--- src/rtl/anton_neopixel_pixel_serializer_pkg.sv ---
// Shared types and defaults for the NeoPixel pixel serializer: fetch FSM
// state encodings, default bit-timing tick counts and a pixel bit selector.
package anton_neopixel_pixel_serializer_pkg;

    localparam int BUFFER_END_DEFAULT = 1023;
    localparam int T0H_TICKS_DEFAULT  = 3;
    localparam int T1H_TICKS_DEFAULT  = 6;

    typedef enum logic [2:0] {
        FETCH_IDLE = 3'd0,
        FETCH_RD0  = 3'd1,
        FETCH_RD1  = 3'd2,
        FETCH_RD2  = 3'd3,
        FETCH_DONE = 3'd4
    } fetchState_e;

    // Bit bitIndex of a GRB word, counted MSB first; out-of-range indexes read as 0.
    function automatic logic pixelBitAt(input logic [23:0] pixel, input logic [4:0] bitIndex);
        logic bitVal;
        if (bitIndex <= 5'd23) begin
            bitVal = pixel[5'd23 - bitIndex];
        end else begin
            bitVal = 1'b0;
        end
        return bitVal;
    endfunction

endpackage

--- src/rtl/anton_neopixel_rgb332_expand.sv ---
// Combinational RGB332 -> 24-bit GRB expansion. Each colour field is
// widened to 8 bits by repeating its bits MSB first, so full-scale fields
// map to 0xFF and zero fields map to 0x00.
module anton_neopixel_rgb332_expand (
    input  logic [7:0]  rgb332,
    output logic [23:0] grb
);

    logic [2:0] red_s;
    logic [2:0] green_s;
    logic [1:0] blue_s;

    assign red_s   = rgb332[7:5];
    assign green_s = rgb332[4:2];
    assign blue_s  = rgb332[1:0];

    assign grb = {green_s, green_s, green_s[2:1],
                  red_s,   red_s,   red_s[2:1],
                  blue_s,  blue_s,  blue_s,  blue_s};

endmodule

--- src/rtl/anton_neopixel_pixel_serializer.sv ---
// NeoPixel pixel serializer: prefetches the next pixel from the byte pixel
// buffer (double-buffered), hands it over at pixel boundaries and shapes
// each GRB bit as an 8-tick high/low pattern on neoData.
module anton_neopixel_pixel_serializer
    import anton_neopixel_pixel_serializer_pkg::*;
#(
    parameter int  BUFFER_END  = BUFFER_END_DEFAULT,
    parameter int  T0H_TICKS   = T0H_TICKS_DEFAULT,
    parameter int  T1H_TICKS   = T1H_TICKS_DEFAULT,
    localparam int BUFFER_BITS = $clog2(BUFFER_END + 1)
) (
    input  logic                   clk6_4mhz,
    input  logic                   rstn,
    input  logic                   regCtrl32bit,
    input  logic [BUFFER_BITS-1:0] pixelIndexMax,
    input  logic                   streamOutput,
    input  logic                   streamReset,
    input  logic                   streamBitOf,
    input  logic [2:0]             bitPatternIndex,
    input  logic [4:0]             pixelBitIndex,
    input  logic                   initSlow,
    output logic [BUFFER_BITS-1:0] ramAddr,
    output logic                   ramRd,
    input  logic [7:0]             ramRdata,
    output logic                   neoData,
    output logic                   underrun
);

    localparam logic [BUFFER_BITS-1:0] ADDR_MASK_8  = {BUFFER_BITS{1'b1}};
    localparam logic [BUFFER_BITS-1:0] ADDR_MASK_32 = {BUFFER_BITS{1'b1}} << 2'd2;
    localparam logic [BUFFER_BITS-1:0] ADDR_STEP_8  = BUFFER_BITS'(1);
    localparam logic [BUFFER_BITS-1:0] ADDR_STEP_32 = BUFFER_BITS'(4);
    localparam logic [2:0]             T0H_HIGH     = 3'(T0H_TICKS);
    localparam logic [2:0]             T1H_HIGH     = 3'(T1H_TICKS);

    fetchState_e            fetchState_r;
    fetchState_e            fetchStateNext_s;
    logic [BUFFER_BITS-1:0] fetchAddr_r;
    logic [BUFFER_BITS-1:0] fetchLimit_r;
    logic                   fetchMode32_r;
    logic [7:0]             byteG_r;
    logic [7:0]             byteR_r;
    logic [23:0]            nextPixel_r;
    logic                   nextValid_r;
    logic [23:0]            curPixel_r;
    logic                   sawReset_r;
    logic [BUFFER_BITS-1:0] ramAddr_r;
    logic                   ramRd_r;
    logic                   neoData_r;
    logic                   underrun_r;

    logic                   mode32_s;
    logic [BUFFER_BITS-1:0] addrMask_s;
    logic [BUFFER_BITS-1:0] readBase_s;
    logic [BUFFER_BITS-1:0] limitBase_s;
    logic [BUFFER_BITS-1:0] fetchAddrNext_s;
    logic [BUFFER_BITS-1:0] ramAddrNext_s;
    logic                   ramRdNext_s;
    logic [23:0]            expandedPixel_s;
    logic [23:0]            donePixel_s;
    logic                   handover_s;
    logic                   frameStart_s;
    logic [23:0]            loadPixel_s;
    logic [23:0]            patternPixel_s;
    logic [2:0]             highTicks_s;
    logic                   neoDataNext_s;

    anton_neopixel_rgb332_expand u_expand (
        .rgb332 (ramRdata),
        .grb    (expandedPixel_s)
    );

    // Fetch FSM next state, read strobe/address and the post-fetch address step.
    always_comb begin
        fetchStateNext_s = fetchState_r;
        if (initSlow) begin
            fetchStateNext_s = FETCH_IDLE;
        end else begin
            case (fetchState_r)
                FETCH_IDLE: begin
                    if (!nextValid_r) begin
                        fetchStateNext_s = FETCH_RD0;
                    end else begin
                        fetchStateNext_s = FETCH_IDLE;
                    end
                end
                FETCH_RD0: begin
                    if (fetchMode32_r) begin
                        fetchStateNext_s = FETCH_RD1;
                    end else begin
                        fetchStateNext_s = FETCH_DONE;
                    end
                end
                FETCH_RD1: fetchStateNext_s = FETCH_RD2;
                FETCH_RD2: fetchStateNext_s = FETCH_DONE;
                FETCH_DONE: fetchStateNext_s = FETCH_IDLE;
                default: fetchStateNext_s = FETCH_IDLE;
            endcase
        end

        // Mode tracks the control register while idle and is frozen once a fetch starts.
        if (fetchState_r == FETCH_IDLE) begin
            mode32_s = regCtrl32bit;
        end else begin
            mode32_s = fetchMode32_r;
        end
        if (mode32_s) begin
            addrMask_s = ADDR_MASK_32;
        end else begin
            addrMask_s = ADDR_MASK_8;
        end
        readBase_s  = fetchAddr_r & addrMask_s;
        limitBase_s = fetchLimit_r & addrMask_s;

        if (readBase_s >= limitBase_s) begin
            fetchAddrNext_s = {BUFFER_BITS{1'b0}};
        end else if (mode32_s) begin
            fetchAddrNext_s = readBase_s + ADDR_STEP_32;
        end else begin
            fetchAddrNext_s = readBase_s + ADDR_STEP_8;
        end

        ramRdNext_s   = 1'b0;
        ramAddrNext_s = ramAddr_r;
        case (fetchStateNext_s)
            FETCH_RD0: begin
                ramRdNext_s   = 1'b1;
                ramAddrNext_s = readBase_s;
            end
            FETCH_RD1: begin
                ramRdNext_s   = 1'b1;
                ramAddrNext_s = readBase_s + BUFFER_BITS'(1);
            end
            FETCH_RD2: begin
                ramRdNext_s   = 1'b1;
                ramAddrNext_s = readBase_s + BUFFER_BITS'(2);
            end
            default: begin
                ramRdNext_s   = 1'b0;
                ramAddrNext_s = ramAddr_r;
            end
        endcase

        // The last byte arrives in DONE straight from the read port.
        if (fetchMode32_r) begin
            donePixel_s = {byteG_r, byteR_r, ramRdata};
        end else begin
            donePixel_s = expandedPixel_s;
        end
    end

    // Handover strobes and the pixel word feeding the bit-pattern comparator.
    always_comb begin
        handover_s   = streamBitOf || (streamOutput && sawReset_r);
        // On the first transmit tick of a frame the indexes already address the new pixel.
        frameStart_s = streamOutput && sawReset_r && !streamBitOf && !initSlow;
        if (nextValid_r) begin
            loadPixel_s = nextPixel_r;
        end else begin
            loadPixel_s = 24'd0;
        end
        if (frameStart_s) begin
            patternPixel_s = loadPixel_s;
        end else begin
            patternPixel_s = curPixel_r;
        end
        if (pixelBitAt(patternPixel_s, pixelBitIndex)) begin
            highTicks_s = T1H_HIGH;
        end else begin
            highTicks_s = T0H_HIGH;
        end
        neoDataNext_s = streamOutput && !streamReset && (bitPatternIndex < highTicks_s);
    end

    // Fetch state register and registered read port outputs.
    always_ff @(posedge clk6_4mhz) begin
        if (!rstn) begin
            fetchState_r <= FETCH_IDLE;
            ramRd_r      <= 1'b0;
            ramAddr_r    <= {BUFFER_BITS{1'b0}};
        end else begin
            fetchState_r <= fetchStateNext_s;
            ramRd_r      <= ramRdNext_s;
            ramAddr_r    <= ramAddrNext_s;
        end
    end

    // Prefetch datapath: byte capture, next-pixel buffer and fetch address stepping.
    always_ff @(posedge clk6_4mhz) begin
        if (!rstn) begin
            fetchAddr_r   <= {BUFFER_BITS{1'b0}};
            fetchLimit_r  <= {BUFFER_BITS{1'b0}};
            fetchMode32_r <= 1'b0;
            byteG_r       <= 8'd0;
            byteR_r       <= 8'd0;
            nextPixel_r   <= 24'd0;
            nextValid_r   <= 1'b0;
        end else if (initSlow) begin
            fetchAddr_r <= {BUFFER_BITS{1'b0}};
            nextValid_r <= 1'b0;
        end else begin
            case (fetchState_r)
                FETCH_IDLE: begin
                    fetchMode32_r <= regCtrl32bit;
                    fetchLimit_r  <= pixelIndexMax;
                end
                FETCH_RD1: byteG_r <= ramRdata;
                FETCH_RD2: byteR_r <= ramRdata;
                default: begin
                    byteG_r <= byteG_r;
                end
            endcase
            if (fetchState_r == FETCH_DONE) begin
                nextPixel_r <= donePixel_s;
                nextValid_r <= 1'b1;
                fetchAddr_r <= fetchAddrNext_s;
            end else if (handover_s) begin
                nextValid_r <= 1'b0;
            end
        end
    end

    // Pixel handover into the shift pixel, sticky underrun and frame-start tracking.
    always_ff @(posedge clk6_4mhz) begin
        if (!rstn) begin
            curPixel_r <= 24'd0;
            underrun_r <= 1'b0;
            sawReset_r <= 1'b0;
        end else begin
            if (streamReset) begin
                sawReset_r <= 1'b1;
            end else if (streamOutput) begin
                sawReset_r <= 1'b0;
            end
            if (handover_s && !initSlow) begin
                curPixel_r <= loadPixel_s;
                if (!nextValid_r) begin
                    underrun_r <= 1'b1;
                end
            end
        end
    end

    // Registered NeoPixel data pin.
    always_ff @(posedge clk6_4mhz) begin
        if (!rstn) begin
            neoData_r <= 1'b0;
        end else begin
            neoData_r <= neoDataNext_s;
        end
    end

    assign ramAddr  = ramAddr_r;
    assign ramRd    = ramRd_r;
    assign neoData  = neoData_r;
    assign underrun = underrun_r;

endmodule

--- config.mk ---
export PLATFORM = sky130hd
export DESIGN_NAME = anton_neopixel_pixel_serializer
export DESIGN_NICKNAME = d
export VERILOG_FILES = /design/src/rtl/anton_neopixel_pixel_serializer_pkg.sv /design/src/rtl/anton_neopixel_rgb332_expand.sv /design/src/rtl/anton_neopixel_pixel_serializer.sv
export SDC_FILE = /design/constraint.sdc
export NUM_CORES = 1
export LEC_CHECK = 0
export ABC_AREA = 0
export CELL_PAD_IN_SITES_DETAIL_PLACEMENT = 0
export CELL_PAD_IN_SITES_GLOBAL_PLACEMENT = 1
export CORE_ASPECT_RATIO = 0.5
export CORE_MARGIN = 2
export CORE_UTILIZATION = 45
export CTS_BUF_LIST = sky130_fd_sc_hd__clkbuf_4
export DETAILED_ROUTE_END_ITERATION = 16
export GPL_ROUTABILITY_DRIVEN = 0
export PLACE_DENSITY = 0.83
export SLEW_MARGIN = 20
export SYNTH_ARGS = -nofsm -noshare
export SYNTH_HDL_FRONTEND = slang
export SYNTH_SLANG_ARGS = --single-unit
--- constraint.sdc ---
create_clock -name clk6_4mhz -period 3.7 [get_ports clk6_4mhz]
set_input_delay 0.74 -clock clk6_4mhz [delete_from_list [all_inputs] [get_ports clk6_4mhz]]
set_output_delay 0.74 -clock clk6_4mhz [all_outputs]
set_load 0.01 [all_outputs]
==> flow_summary.toml, run 1 <==
[yosys]
synth_largest_area_cell = "dfxtp_1"
synth.mux.area_fraction_pct = 6.84
seq_area_frac_synth_pct = 40.6
synth_top_family_by_area = "simple AND/OR/NAND/NOR gates"
async_flop_share_pct = 0
synth-warning-count = 0
synth_compound_area_share_pct = 19.0
ys_top_cells_by_count = "103 x dfxtp_1, 83 x nand2_1, 76 x a21oi_1, 62 x nor2_1, 35 x nand3_1"
number_of_flops_mapped_to_enable_cells_by_yosys = 0
yosys_top_cell_area_share_pct = 40.6
post_synth_and_or_nand_nor_area_fraction_pct = 22.2
synth-main-ff-cell = "dfxtp_1"
synthXorXnorAreaFrac_pct = 2.24
ys_ff_latch = 103
library_cell_with_the_highest_instance_count_after_synthesis = "dfxtp_1"
postSynthAreaPerCell_sq_um = 8.12
mappedNetlistArea_sq_um = 5080
synth_top_cells_by_area = "dfxtp_1 41%, a21oi_1 7.5%, nand2_1 6.1%, mux2i_1 4.7%, nor2_1 4.6%"
synth.distinct_cells = 54
synth.net_count = 674
post_synth_inst_count = 626
synth_fa_ha_area_share_pct = 3.69

[routing]
detailroute.via_count = 4372
route.final.wire_length_mm = 12.2
detail_route.drc_violations = 0
count_of_tritonroute_iterations_in_the_first_routing_pass = 4
drt_iter0_markers = 228
postRouteAntennaNets = 0
routed_via_density = 5.43
wire_per_inst_um = 15.2

[clocking]
clkSinkCount = 103
clkSlewWorstSetupHoldPaths_ns = 0.17
cts.htree.levels = 3
insertion_delay_ns = 0.48
post-cts-setup-buffer-count = 0
clock_tree.buffer_depth = 2
post_cts_resize_count = 0
ctsRootBufferMaster = "clkbuf_4"
cts_tree = "built"
holdBufCountCts = 0
number_of_buffers_added_by_the_clock_tree_synthesis_step = 9

[grt]
grt_util_all_layers_pct = 20.4
grt_overflow = 0
grt_pass1_vias = 3877
global_route_wire_length_before_repair_mm = 20.0
number_of_antenna_violations_at_the_first_check_in_global_routing = 0
maximum_number_of_pins_on_one_net_before_global_route_repair = 66

[sta]
setup_viol_count_final = 0
finalCritPeriodShare_pct = 81.9
min_period_ns = 3.03
final_max_slew_viol_count = 0
fmax_mhz = 330
timing_worst_slew_pin_value_ns = 0.617
maxSlewHeadroom_pct = 58.9
grt_setup_unrepaired = "no"
setup_tns_ns = 0
worst_clock_skew_ns = 0.0188
finalHoldViolations = 0

[setup_path]
critPathRequiredTime_ns = 4.12
worstSetupPathType = "in2reg"
regToRegStartpoint = "fetchState_r[1]$_SDFF_PN0_"
cp_slowest_cell = "and4bb_1"
critical_path.startpoint = "streamBitOf"
crit_path_max_fanout = 14
slowest_delay_ns = 0.62
worst_r2r_path_depth = 11
worst_path_most_repeated_cell = "buf_4"
crit_path_cell_trace = "clkdlybuf4s50_1, and4bb_1, buf_4, buf_4, o21ai_0, a31oi_1, nor3_1, or4_4, nand3_2, ha_1, nand3_1, o211a_1"
startpoint_type_of_the_worst_setup_path = "primary input"
worst_ep_arrival_time_ns = 3.45
setup.worst_path.end_class = "flop"

[run]
max-cap-violations = 0

[die]
fp.dieW_um = 154
die_h_um = 79.2
pin_count = 46
rows = 27
design.die.area_sq_um = 12200
core-area_sq_um = 11000
floorplan.initialDensity_pct = 46.2

[worst_hold_path]
min-delay-start = "curPixel_r[10]$_SDFFE_PN0P_"
worst_hold_path.num_cells = 2
min-delay-path-class = "reg2reg"

[place]
dpl.hpwl_mm = 8.57
count_of_port_buffers_added_during_placement = 45

[final_layout]
antenna_cells_inserted = 0
areaGrowthSynthToFinish_pct = 14.3
final_net_count = 703
area.sequential_sq_um = 2060
multiInputGateArea_sq_um = 2760
utilization_pct = 52.8
fillCellCount = 1078
share_of_cells_above_drive_strength_1_pct = 8.33

[pwr]
irDropWorstVdd_mv = 0.169
power.leakage_uw = 0.00207
powerDensity_nw_per_um2 = 342

[run_status]
outcome = "complete, no violations"
## flip-flops by register name, summed over array words and instances (netlist names), 3 cells and up
name	count
byteR_r	8
byteG_r	8
fetchLimit_r	10
fetchState_r	3
ramAddr	10
fetchAddr_r	10
curPixel_r	24
nextPixel_r	24
## layer usage
layer | GRT usage, % | routed length, um | vias to the layer above
li1 | - | - | 2259
met3 | 4.91 | 476 | 6
met4 | 3.80 | 68 | 0
met2 | 32.6 | 5520 | 64
met1 | 28.5 | 6140 | 2043
met5 | 0 | 0 | -
## worst max-delay path: cells and delay by family
family / cells / cell delay (ns)
compound gates: 3 / 0.39
fa+ha+maj: 1 / 0.25
buf+inv: 3 / 0.77
simple gates: 5 / 1.30
## cell families after synthesis
kind of cell / count (synthesis)
xor+xnor: 13
fa+ha+maj: 15
compound gates: 157
mux: 33
simple gates: 239
flops: 103
buf+inv: 66
## placed cells by master (no fill, tap or decap), types with 19 or more instances in the layout
cell type and count:
nand3_1 35, clkdlybuf4s50_1 45, nand2_1 83, inv_1 19, a21oi_1 76, dfxtp_1 103
mux2i_1 24, nor2_1 62, a211oi_1 27, o21ai_0 19
## path summary, 6_finish.rpt
check                                              endpoint  slack (ns)
worst min-delay path            curPixel_r[10]$_SDFFE_PN0P_        0.46
worst min register to register  curPixel_r[10]$_SDFFE_PN0P_        0.46
worst max-delay path                     neoData$_SDFF_PN0_        0.67
worst max register to register  fetchAddr_r[1]$_SDFFE_PP0P_        0.83
## metrics by stage
stage | instance area (sq um) | hold slack, ns | worst slack (ns) | std cells | power [uW]
after detailed placement | 5680 | 0.443 | 0.202 | 789 | 1440
after floorplan | 5080 | 0.428 | 1.08 | 626 | 1330
after global routing | 5810 | 0.486 | 0.548 | 805 | 2080
after CTS | 5810 | 0.464 | 0.687 | 805 | 2010
after global placement | 5680 | 0.436 | 0.283 | 789 | 1440
final | 5810 | 0.461 | 0.670 | 805 | 1990
## cell type report
type | count | share of cell area (%)
Inverter | 20 | 1.29
Multi-Input combinational cell | 457 | 47.4
Tap cell | 145 | 3.12
Sequential cell | 103 | 35.5
Clock buffer | 9 | 1.16
Timing Repair Buffer | 64 | 10.4
Clock inverter | 7 | 1.08
## where the power goes
group	switching (uW)	total [uW]	internal [uW]	leakage (uW)
combinational	143	267	124	0.00116
sequential	16.8	1150	1130	0.000835
clock	417	570	153	0.0000694
total	577	1990	1410	0.00207
(Power assumes the default switching activity.)
==> run 2: changes to the inputs <==
- CORE_UTILIZATION: 45 -> 40
- PLACE_DENSITY: 0.83 -> 0.78
- clock period: 3.7 -> 2.7 ns (I/O delays scaled with it)
==> flow_summary.toml, run 2 (synthesis results as in run 1) <==
[setup_path]
worst_ep_arrival_time_ns = 2.97
crit_path_cell_trace = "clkdlybuf4s50_1, buf_4, nand4bb_4, a211oi_1, o22ai_1, and4_4, or4_4, nand3_2, ha_1, nand3_1, o211a_1"
slowest_delay_ns = 0.47
worstSetupPathType = "in2reg"
critPathRequiredTime_ns = 3.12
rrSetupSlack_ns = 0.23
cp_num_buf_inv = 2
crit_path_max_fanout = 6
worst_path_dominant_cell_family = "simple AND/OR/NAND/NOR gates"
startpoint_type_of_the_worst_setup_path = "primary input"
cp_slowest_cell = "or4_4"
setup.worst_path.end_class = "flop"

[pwr]
irDropWorstVdd_mv = 0.211
intPower_uw = 2130
seq_power_share_pct = 54.0
p_comb_share_pct = 13.6
p_switching_uw = 784
sw_frac_of_total_pct = 26.9
powerDensity_nw_per_um2 = 478
clock_power_share_pct = 32.3
power.leakage_uw = 0.00222

[final_layout]
reg.largest.list = "curPixel_r: 24 flops, nextPixel_r: 24 flops"
areaGrowthSynthToFinish_pct = 19.9
layoutNonFillerInstCount = 860
final_net_count = 730
postLayoutCellArea_sq_um = 6100
most-common-layout-cells = "103 x dfxtp_1, 83 x nand2_1, 76 x a21oi_1"
share_of_cells_above_drive_strength_1_pct = 12.1
final_common_cell = "dfxtp_1"

[sta]
fmax_mhz = 393
post-route-worst-setup-slack_ns = 0.154
worst_clock_skew_ns = 0.0215
finalCritPeriodShare_pct = 94.3
min_period_ns = 2.55
grt_setup_unrepaired = "no"
maxSlewHeadroom_pct = 61.8
timing_worst_slew_pin_value_ns = 0.573
hold_ws_ns = 0.462
finalHoldViolations = 0
setup_viol_count_final = 0
final_max_slew_viol_count = 0

[place]
placement.cell_area_sq_um = 5920
dpl.hpwl_mm = 9.29
placedCellCount = 841
place_ws_ns = -0.353
count_of_port_buffers_added_during_placement = 45

[die]
pin_count = 46
rows = 29
floorplan.initialDensity_pct = 40.6
core-area_sq_um = 12500
die_h_um = 83.7
fp.dieW_um = 163
design.die.area_sq_um = 13700

[routing]
drt_iter0_markers = 287
count_of_tritonroute_iterations_in_the_first_routing_pass = 4
wire_per_inst_um = 15.1
maxUsedRoutingLayer = "met4"
routed_via_density = 5.23
postRouteAntennaNets = 0
met2WireLength_mm = 5.93
detail_route.drc_violations = 0
routedLengthMet1_mm = 6.38
route.final.wire_length_mm = 13.0
detailroute.via_count = 4496
wl_met3_um = 424

[clocking]
clkSinkCount = 103
insertion_delay_ns = 0.48
post-cts-setup-buffer-count = 0
holdBufCountCts = 0
cts.htree.levels = 3
clkSlewWorstSetupHoldPaths_ns = 0.15
number_of_buffers_added_by_the_clock_tree_synthesis_step = 9
cts_tree = "built"
ctsRootBufferMaster = "clkbuf_4"
clock_tree.buffer_depth = 2
post_cts_resize_count = 0

[worst_hold_path]
min-delay-path-class = "reg2reg"

[grt]
global_route_wire_length_before_repair_mm = 21.7
maximum_number_of_pins_on_one_net_before_global_route_repair = 47
grt_util_all_layers_pct = 19.9
number_of_antenna_violations_at_the_first_check_in_global_routing = 1
grt_overflow = 0
grt_pass1_vias = 4262

[run_status]
outcome = "complete, no violations"

[run]
max-cap-violations = 0
## run 2: final timing paths
path	cells after the start	endpoint	startpoint
setup / recovery	11	neoData$_SDFF_PN0_	streamBitOf
hold / removal	2	curPixel_r[21]$_SDFFE_PN0P_	curPixel_r[21]$_SDFFE_PN0P_
setup reg to reg	12	fetchAddr_r[2]$_SDFFE_PP0P_	fetchState_r[2]$_SDFF_PN0_
hold reg to reg	2	curPixel_r[21]$_SDFFE_PN0P_	curPixel_r[21]$_SDFFE_PN0P_
## run 2: cell type report
class | count | area (sq um)
fillers | 1242 | 6420
multi-input cells | 457 | 2760
flip-flops and latches | 103 | 2060
repair buffers | 91 | 808
well taps | 170 | 213
clock inverters | 7 | 101
inverters | 20 | 75.1
clock buffers | 9 | 67.6
diodes | 3 | 7.51
## run 2: stage by stage
stage	setup TNS (ns)	total power [uW]	util, %
2_1_floorplan	0	1820	-
4_1_cts	0	2950	48.6
3_3_place_gp	-2.31	2000	47.3
3_5_place_dp	-2.27	2000	47.3
6_report	0	2920	48.7
5_1_grt	0	3060	48.7
## run 2: worst min-delay path, delay by kind of cell, from the launching register on
kind	cells	cell delay, ns
flops	1	0.34
compound gates	1	0.05
simple gates	1	0.05
## run 2: power by group through the flow
stage / clock network (uW) / logic [uW] / registers [uW]
final: 943 / 397 / 1580
after global routing: 1040 / 440 / 1580
after CTS: 973 / 398 / 1580
after detailed placement: 0 / 396 / 1610
after global placement: 0 / 393 / 1610
after floorplan: 0 / 215 / 1610
## run 2: layer usage
layer | vias up | GRT usage, %
met1 | 2086 | 26.9
met5 | - | 0
met2 | 79 | 31.4
li1 | 2312 | -
met4 | 0 | 6.28
met3 | 19 | 4.62
